==> config.mk <==
export PLATFORM = sky130hd
export DESIGN_NAME = gesture_frame_sequencer
export DESIGN_NICKNAME = d
export VERILOG_FILES = /design/src/rtl/gesture_pkg.sv /design/src/rtl/gesture_frame_sequencer_raster_addr_gen.sv /design/src/rtl/gesture_frame_sequencer.sv
export SDC_FILE = /design/constraint.sdc
export NUM_CORES = 1
export LEC_CHECK = 0
export CAP_MARGIN = 20
export CORE_AREA = 2 2 76 85
export DETAILED_ROUTE_END_ITERATION = 16
export DIE_AREA = 0 0 78 87
export PLACE_DENSITY = 0.8
export SETUP_SLACK_MARGIN = 0.1
export SKIP_LAST_GASP = 1
export SLEW_MARGIN = 20
export SYNTH_ARGS = -nofsm -noshare
export SYNTH_HDL_FRONTEND = slang
export SYNTH_SLANG_ARGS = --single-unit
==> constraint.sdc <==
create_clock -name clk -period 2.2 [get_ports clk]
set_input_delay 0.44 -clock clk [delete_from_list [all_inputs] [get_ports clk]]
set_output_delay 0.44 -clock clk [all_outputs]
set_load 0.02 [all_outputs]
==> src/rtl/gesture_pkg.sv <==
`default_nettype none
// ============================================================================
//  Module      : gesture_pkg
//  Description : Shared types and constants for the gesture frame sequencer:
//                FSM state enum, finger bit indices, default image size and a
//                5-bit popcount helper.
//  Revision    : 1.0 - initial release
// ============================================================================
package gesture_pkg;

    localparam int DEF_IMG_W = 120;
    localparam int DEF_IMG_H = 160;

    // Bit positions within finger_status / result_fingers
    localparam int THUMB  = 0;
    localparam int INDEX  = 1;
    localparam int MIDDLE = 2;
    localparam int RING   = 3;
    localparam int PINKY  = 4;

    typedef enum logic [3:0] {
        S_IDLE         = 4'd0,
        S_CLR_PALM     = 4'd1,
        S_SCAN_PALM    = 4'd2,
        S_DRAIN_PALM   = 4'd3,
        S_CHECK        = 4'd4,
        S_CLR_FINGER   = 4'd5,
        S_SCAN_FINGER  = 4'd6,
        S_DRAIN_FINGER = 4'd7,
        S_RESULT       = 4'd8
    } state_t;

    function automatic logic [2:0] popcount5(input logic [4:0] v);
        return {2'b00, v[THUMB]} + {2'b00, v[INDEX]} + {2'b00, v[MIDDLE]}
             + {2'b00, v[RING]}  + {2'b00, v[PINKY]};
    endfunction

endpackage
`default_nettype wire

==> src/rtl/gesture_frame_sequencer_raster_addr_gen.sv <==
`default_nettype none
// ============================================================================
//  Module      : raster_addr_gen
//  Description : Row-major raster walker. Produces the frame-buffer address
//                and the matching row/col coordinates, plus a flag marking
//                the final pixel of the frame.
//  Ports       : clk, rst    - clock, synchronous active-high reset
//                clr_i       - return all counters to 0
//                en_i        - advance one pixel
//                addr_o      - linear address (ADDR_W bits)
//                row_o/col_o - coordinates of addr_o
//                last_o      - addr_o is the last pixel of the frame
//  Revision    : 1.0 - initial release
// ============================================================================
module raster_addr_gen #(
    parameter int IMG_W  = 120,
    parameter int IMG_H  = 160,
    parameter int ADDR_W = 15
) (
    input  logic              clk,
    input  logic              rst,
    input  logic              clr_i,
    input  logic              en_i,
    output logic [ADDR_W-1:0] addr_o,
    output logic [7:0]        row_o,
    output logic [7:0]        col_o,
    output logic              last_o
);

    localparam logic [ADDR_W-1:0] LAST_ADDR = ADDR_W'(IMG_W * IMG_H - 1);
    localparam logic [7:0]        LAST_COL  = 8'(IMG_W - 1);

    logic [ADDR_W-1:0] addr_q;
    logic [7:0]        row_q;
    logic [7:0]        col_q;

    assign last_o = (addr_q == LAST_ADDR);
    assign addr_o = addr_q;
    assign row_o  = row_q;
    assign col_o  = col_q;

    // Stepping past the last pixel returns to 0, so the counter never wraps
    // through the address space within a pass.
    always_ff @(posedge clk) begin
        if (rst || clr_i || (en_i && last_o)) begin
            addr_q <= '0;
            row_q  <= '0;
            col_q  <= '0;
        end else if (en_i) begin
            addr_q <= addr_q + 1'b1;
            if (col_q == LAST_COL) begin
                col_q <= '0;
                row_q <= row_q + 1'b1;
            end else begin
                col_q <= col_q + 1'b1;
            end
        end
    end

endmodule
`default_nettype wire

==> src/rtl/gesture_frame_sequencer.sv <==
`default_nettype none
// ============================================================================
//  Module      : gesture_frame_sequencer
//  Description : Frame-level controller. Each start reads the stored binary
//                frame twice (pass 0 -> palm unit, pass 1 -> finger unit),
//                gates pass 1 on palm presence and returns one gesture result
//                per frame over a valid/ready handshake.
//  Config      : define SEQ_STABLE_EN to present a finger result only when it
//                repeats the previous frame's finger status.
//  Ports       : start_i / busy_o              - frame control
//                fb_rd_en_o / fb_rd_addr_o /
//                fb_rd_data_i                  - frame-buffer read port
//                pix_*_o / pass_sel_o          - pixel beats to units
//                palm_clr_o / finger_clr_o     - unit clear pulses
//                palm_found_i / finger_status_i- unit results
//                result_*                      - gesture result handshake
//  Note        : IMG_W*IMG_H must fit in ADDR_W bits; DRAIN >= 1.
//  Revision    : 1.0 - initial release
// ============================================================================
module gesture_frame_sequencer
    import gesture_pkg::*;
#(
    parameter int IMG_W  = DEF_IMG_W,
    parameter int IMG_H  = DEF_IMG_H,
    parameter int ADDR_W = 15,
    parameter int DRAIN  = 2
) (
    input  logic              clk,
    input  logic              rst,
    input  logic              start_i,
    output logic              busy_o,
    output logic              fb_rd_en_o,
    output logic [ADDR_W-1:0] fb_rd_addr_o,
    input  logic              fb_rd_data_i,
    output logic              pix_valid_o,
    output logic              pix_data_o,
    output logic [7:0]        pix_row_o,
    output logic [7:0]        pix_col_o,
    output logic              pass_sel_o,
    output logic              palm_clr_o,
    output logic              finger_clr_o,
    input  logic              palm_found_i,
    input  logic [4:0]        finger_status_i,
    output logic              result_valid_o,
    input  logic              result_ready_i,
    output logic [4:0]        result_fingers_o,
    output logic [2:0]        result_count_o,
    output logic              result_nopalm_o
);

    localparam int                DCW        = (DRAIN > 1) ? $clog2(DRAIN) : 1;
    localparam logic [DCW-1:0]    DRAIN_LAST = DCW'(DRAIN - 1);

    state_t            state_q, state_d;
    logic [DCW-1:0]    drain_q, drain_d;
    logic [4:0]        fingers_q, fingers_d;
    logic [2:0]        count_q, count_d;
    logic              nopalm_q, nopalm_d;
    logic              pix_valid_q;
    logic [7:0]        pix_row_q, pix_col_q;
`ifdef SEQ_STABLE_EN
    logic [4:0]        prev_q, prev_d;
    logic              prev_valid_q, prev_valid_d;
`endif

    logic              gen_clr, gen_en, gen_last;
    logic [ADDR_W-1:0] gen_addr;
    logic [7:0]        gen_row, gen_col;

    raster_addr_gen #(
        .IMG_W (IMG_W),
        .IMG_H (IMG_H),
        .ADDR_W(ADDR_W)
    ) u_raster (
        .clk   (clk),
        .rst   (rst),
        .clr_i (gen_clr),
        .en_i  (gen_en),
        .addr_o(gen_addr),
        .row_o (gen_row),
        .col_o (gen_col),
        .last_o(gen_last)
    );

    assign busy_o         = (state_q != S_IDLE);
    assign fb_rd_en_o     = (state_q == S_SCAN_PALM) || (state_q == S_SCAN_FINGER);
    assign fb_rd_addr_o   = gen_addr;
    assign palm_clr_o     = (state_q == S_CLR_PALM);
    assign finger_clr_o   = (state_q == S_CLR_FINGER);
    assign pass_sel_o     = (state_q == S_CLR_FINGER) || (state_q == S_SCAN_FINGER)
                         || (state_q == S_DRAIN_FINGER);
    assign result_valid_o = (state_q == S_RESULT);
    assign gen_clr        = palm_clr_o || finger_clr_o;
    assign gen_en         = fb_rd_en_o;

    assign pix_valid_o      = pix_valid_q;
    assign pix_row_o        = pix_row_q;
    assign pix_col_o        = pix_col_q;
    // The frame buffer's own read register supplies the pipeline stage, so
    // its data lines up with the registered beat; gating keeps it 0 off-beat.
    assign pix_data_o       = fb_rd_data_i & pix_valid_q;
    assign result_fingers_o = fingers_q;
    assign result_count_o   = count_q;
    assign result_nopalm_o  = nopalm_q;

    always_ff @(posedge clk) begin
        if (rst) begin
            state_q      <= S_IDLE;
            drain_q      <= '0;
            fingers_q    <= '0;
            count_q      <= '0;
            nopalm_q     <= 1'b0;
            pix_valid_q  <= 1'b0;
            pix_row_q    <= '0;
            pix_col_q    <= '0;
`ifdef SEQ_STABLE_EN
            prev_q       <= '0;
            prev_valid_q <= 1'b0;
`endif
        end else begin
            state_q      <= state_d;
            drain_q      <= drain_d;
            fingers_q    <= fingers_d;
            count_q      <= count_d;
            nopalm_q     <= nopalm_d;
            pix_valid_q  <= fb_rd_en_o;
            pix_row_q    <= gen_row;
            pix_col_q    <= gen_col;
`ifdef SEQ_STABLE_EN
            prev_q       <= prev_d;
            prev_valid_q <= prev_valid_d;
`endif
        end
    end

    always_comb begin
        state_d      = state_q;
        drain_d      = drain_q;
        fingers_d    = fingers_q;
        count_d      = count_q;
        nopalm_d     = nopalm_q;
`ifdef SEQ_STABLE_EN
        prev_d       = prev_q;
        prev_valid_d = prev_valid_q;
`endif
        case (state_q)
            S_IDLE:       if (start_i) state_d = S_CLR_PALM;
            S_CLR_PALM:   state_d = S_SCAN_PALM;
            S_SCAN_PALM: begin
                if (gen_last) begin
                    state_d = S_DRAIN_PALM;
                    drain_d = '0;
                end
            end
            S_DRAIN_PALM: begin
                if (drain_q == DRAIN_LAST) state_d = S_CHECK;
                else                       drain_d = drain_q + 1'b1;
            end
            S_CHECK: begin
                if (palm_found_i) begin
                    state_d = S_CLR_FINGER;
                end else begin
                    fingers_d = '0;
                    count_d   = '0;
                    nopalm_d  = 1'b1;
`ifdef SEQ_STABLE_EN
                    prev_valid_d = 1'b0;
`endif
                    state_d   = S_RESULT;
                end
            end
            S_CLR_FINGER: state_d = S_SCAN_FINGER;
            S_SCAN_FINGER: begin
                if (gen_last) begin
                    state_d = S_DRAIN_FINGER;
                    drain_d = '0;
                end
            end
            S_DRAIN_FINGER: begin
                if (drain_q == DRAIN_LAST) begin
`ifdef SEQ_STABLE_EN
                    // Only a status that repeats the previous frame is shown
                    if (prev_valid_q && (finger_status_i == prev_q)) begin
                        fingers_d = finger_status_i;
                        count_d   = popcount5(finger_status_i);
                        nopalm_d  = 1'b0;
                        state_d   = S_RESULT;
                    end else begin
                        prev_d       = finger_status_i;
                        prev_valid_d = 1'b1;
                        state_d      = S_IDLE;
                    end
`else
                    fingers_d = finger_status_i;
                    count_d   = popcount5(finger_status_i);
                    nopalm_d  = 1'b0;
                    state_d   = S_RESULT;
`endif
                end else begin
                    drain_d = drain_q + 1'b1;
                end
            end
            S_RESULT:     if (result_ready_i) state_d = S_IDLE;
            default:      state_d = S_IDLE;
        endcase
    end

endmodule
`default_nettype wire
==> out/metrics.cfg <==
[timing]
rsz0062_at_grt=no
worst_pin_slew_ns=0.4973
period_needed_ns=2.030
fin_crit_sh_pct=92.28
final.setup_skew_ns=0.009668
relSlewSlack_pct=66.73
whs_ns=0.4390
clock.fmax_mhz=492.6
hold_violations=0
slew_violations=0
fin_setup_tns_ns=0
setup_viol_count_final=0

[run]
cap_violations=0

[pwr]
p_switching_mw=0.5763
leakagePower_nw=1.270
p_comb_share_pct=11.1
power.density_nw_per_um2=664.1
p_int_mw=1.796
p_total_mw=2.372
swShare_pct=24.29
peakVddDrop_mv=0.4166
clkPwrFrac_pct=40.3
seqPwrFrac_pct=48.6

[critical_path]
start_kind=primary input
r2r-start=state_q[3]$_SDFFE_PP0P_
worstPathMaxFanout=1
r2r-end=u_raster.row_o[7]$_SDFFE_PP0P_
reg2reg_depth=4
arrival_ns=1.59
regToRegSetupSlack_ns=0.18
cp.required_ns=1.76
critPathKind=in2out
worstSetupEndpointType=primary output

[place]
finalWeightedCongestion=0.8060
dp.cells=434
port-buffer-count=58
post-dp-hpwl_mm=4.029

[drt]
vias=2324
postRouteAntennaNets=0
viasPerCell=5.176
firstDrtPassIters=4
wl_per_cell_um=12.59
drc=0
drt-total-wl_mm=5.651
first_iter_violations=122

[synthesis]
synth_top_family_by_area=simple AND/OR/NAND/NOR gates
synth_cell_types=42
syn_nets=309
synth-compound-area-share_pct=7.837
avgSynthCellArea_um2=8.913
synth_ff_type=dfxtp_1
yosys.area.top_type=dfxtp_1
synthCells=292
ys_seq_area_share_pct=47.69
netlist_area_um2=2602
yosysWarningCount=0
async_flop_share_pct=0
synth-seq-cells=62
synthMuxAreaShare_pct=0.8173
synth_simple_gate_area_share_pct=29.09
synthAdderAreaFrac_pct=3.462
synth_edf_count=0
synth_top_area_share_pct=47.69
synth-xor-area-share_pct=7.404
ys_top_cells_by_area=dfxtp_1 (48%), xnor2_1 (6.1%), nor2_1 (5.8%)

[layout]
multi_input_area_um2=1277
fill_cells=545
fin_cells=449
finalNetCount=382
drive_gt1_share_pct=10.84
post-route-util_pct=59.48
final-seq-area_um2=1241
areaGrowthSynthToFinish_pct=37.26
antenna_cells=0

[worst_hold_path]
hold_end=result_fingers_o[3]$_SDFFE_PP0P_
hold_depth=3
min_from=finger_status_i[3]
hold_path.class=in2reg

[floorplan]
die-width_um=78
die_y_um=87
ios=59
fp-row-count=30
initial_core_util_pct=43.33
core_area_um2=6006
die_area_um2=6786

[global_routing]
grt_usage_pct=17.56
overflow=0
grt_pass1_wl_mm=9.563
antenna_found_initial=0
grt_max_degree=23
grt_pass1_vias=2223

[clocking]
clockBufferDepth=2
cts.sinks=62
insertion_delay_ns=0.34
clockRootBuffer=clkbuf_8
numCtsBuffers=9
path_clk_slew_ns=0.06
cts_tree=yes
cts_max_level=3
postCtsSetupBuffers=0

[status]
outcome=finished clean

-- cell type report --
type,count,share of cell area (%)
clock buffer,10,3.853
clock inverter,5,1.401
tap,80,2.802
timing repair buffer,76,20.28
sequential,62,34.75
inverter,11,1.156
multi-input combinational,205,35.76
-- synth_stat cells (8+ instances only) --
master    instances
a21oi_1          12
clkbuf_1         11
dfxtp_1          62
inv_1            10
nand2_1          16
nand3_1          13
nand4_1           8
nor2_1           40
nor2b_1          15
nor3_1           13
nor4_1           12
xnor2_1          18
-- power by group through the flow --
stage	Clock [mW]	Combinational [mW]	Sequential (mW)
after floorplan	0	0.134	1.18
after global placement	0	0.264	1.18
after detailed placement	0	0.269	1.18
after CTS	0.968	0.266	1.15
after global routing	1.03	0.292	1.15
final	0.956	0.264	1.15
-- worst max path at each step --
stage               cells after the start                            start                             end
finish                                  3                     fb_rd_data_i                      pix_data_o
global route                            4          state_q[3]$_SDFFE_PP0P_  u_raster.row_o[7]$_SDFFE_PP0P_
CTS                                     3          state_q[3]$_SDFFE_PP0P_                      fb_rd_en_o
detailed placement                      8               finger_status_i[0]  result_count_o[1]$_SDFFE_PP0P_
global placement                        8               finger_status_i[0]  result_count_o[1]$_SDFFE_PP0P_
floorplan                               5  u_raster.addr_o[8]$_SDFFE_PP0N_  u_raster.col_o[3]$_SDFFE_PP0N_
-- layer usage --
metal  vias to the layer above  global-route usage (%)  part of all wire, %
li1                       1161                       -                    -
met5                         -                       0                    0
met4                         0                   7.656                  1.8
met3                         8                   4.876                  3.1
met2                        40                   30.88                   53
met1                      1115                   19.96                   42
-- metrics by stage --
step / worst slack (ns) / instance area, µm²
2_1_floorplan: 0.1251 / 2603
3_3_place_gp: -0.2397 / 3379
3_5_place_dp: -0.2771 / 3379
4_1_cts: -0.05904 / 3561
5_1_grt: 0.1097 / 3572
6_report: 0.1698 / 3572
-- flip-flops by register name (all words and copies together), names as in the netlist --
register,count
u_raster.col_o,8
u_raster.row_o,8
drain_q,1
state_q,4
result_fingers_o,5
result_nopalm_o,1
pix_col_o,8
u_raster.addr_o,15
pix_valid_o,1
pix_row_o,8
result_count_o,3
-- layout by cell type, fill, tap and decap left out, types with 5 or more instances in the layout --
cell type,n
dfxtp_1,62
clkdlybuf4s50_1,49
nor2_1,40
xnor2_1,18
buf_4,17
nand2_1,16
nor2b_1,15
nand3_1,13
nor3_1,13
nor4_1,12
a21oi_1,12
inv_1,10
clkbuf_8,10
nand4_1,8
a22oi_1,7
dlygate4sd2_1,7
or4_1,5
-- critical path, cell delays in order --
cell and delay (ns):
clkdlybuf4s50_1 0.45, and2_1 0.11, clkdlybuf4s50_1 0.59
-- cells by family after synthesis --
group,after synthesis
adders and majority gates,6
DFF,62
buffers and inverters,25
muxes,2
AOI/OAI and AO/OA,32
xor gates and xnor gates,22
and+or+nand+nor,143
-- what timing repair did --
action | in CTS | in global routing
resized for setup | 8 | 3
gates cloned | 0 | 0
hold buffers | 0 | 0
endpoints found under the setup margin | 9 | 3
pin swaps | 0 | 0
Note: power is estimated with default switching activity, not from simulation.
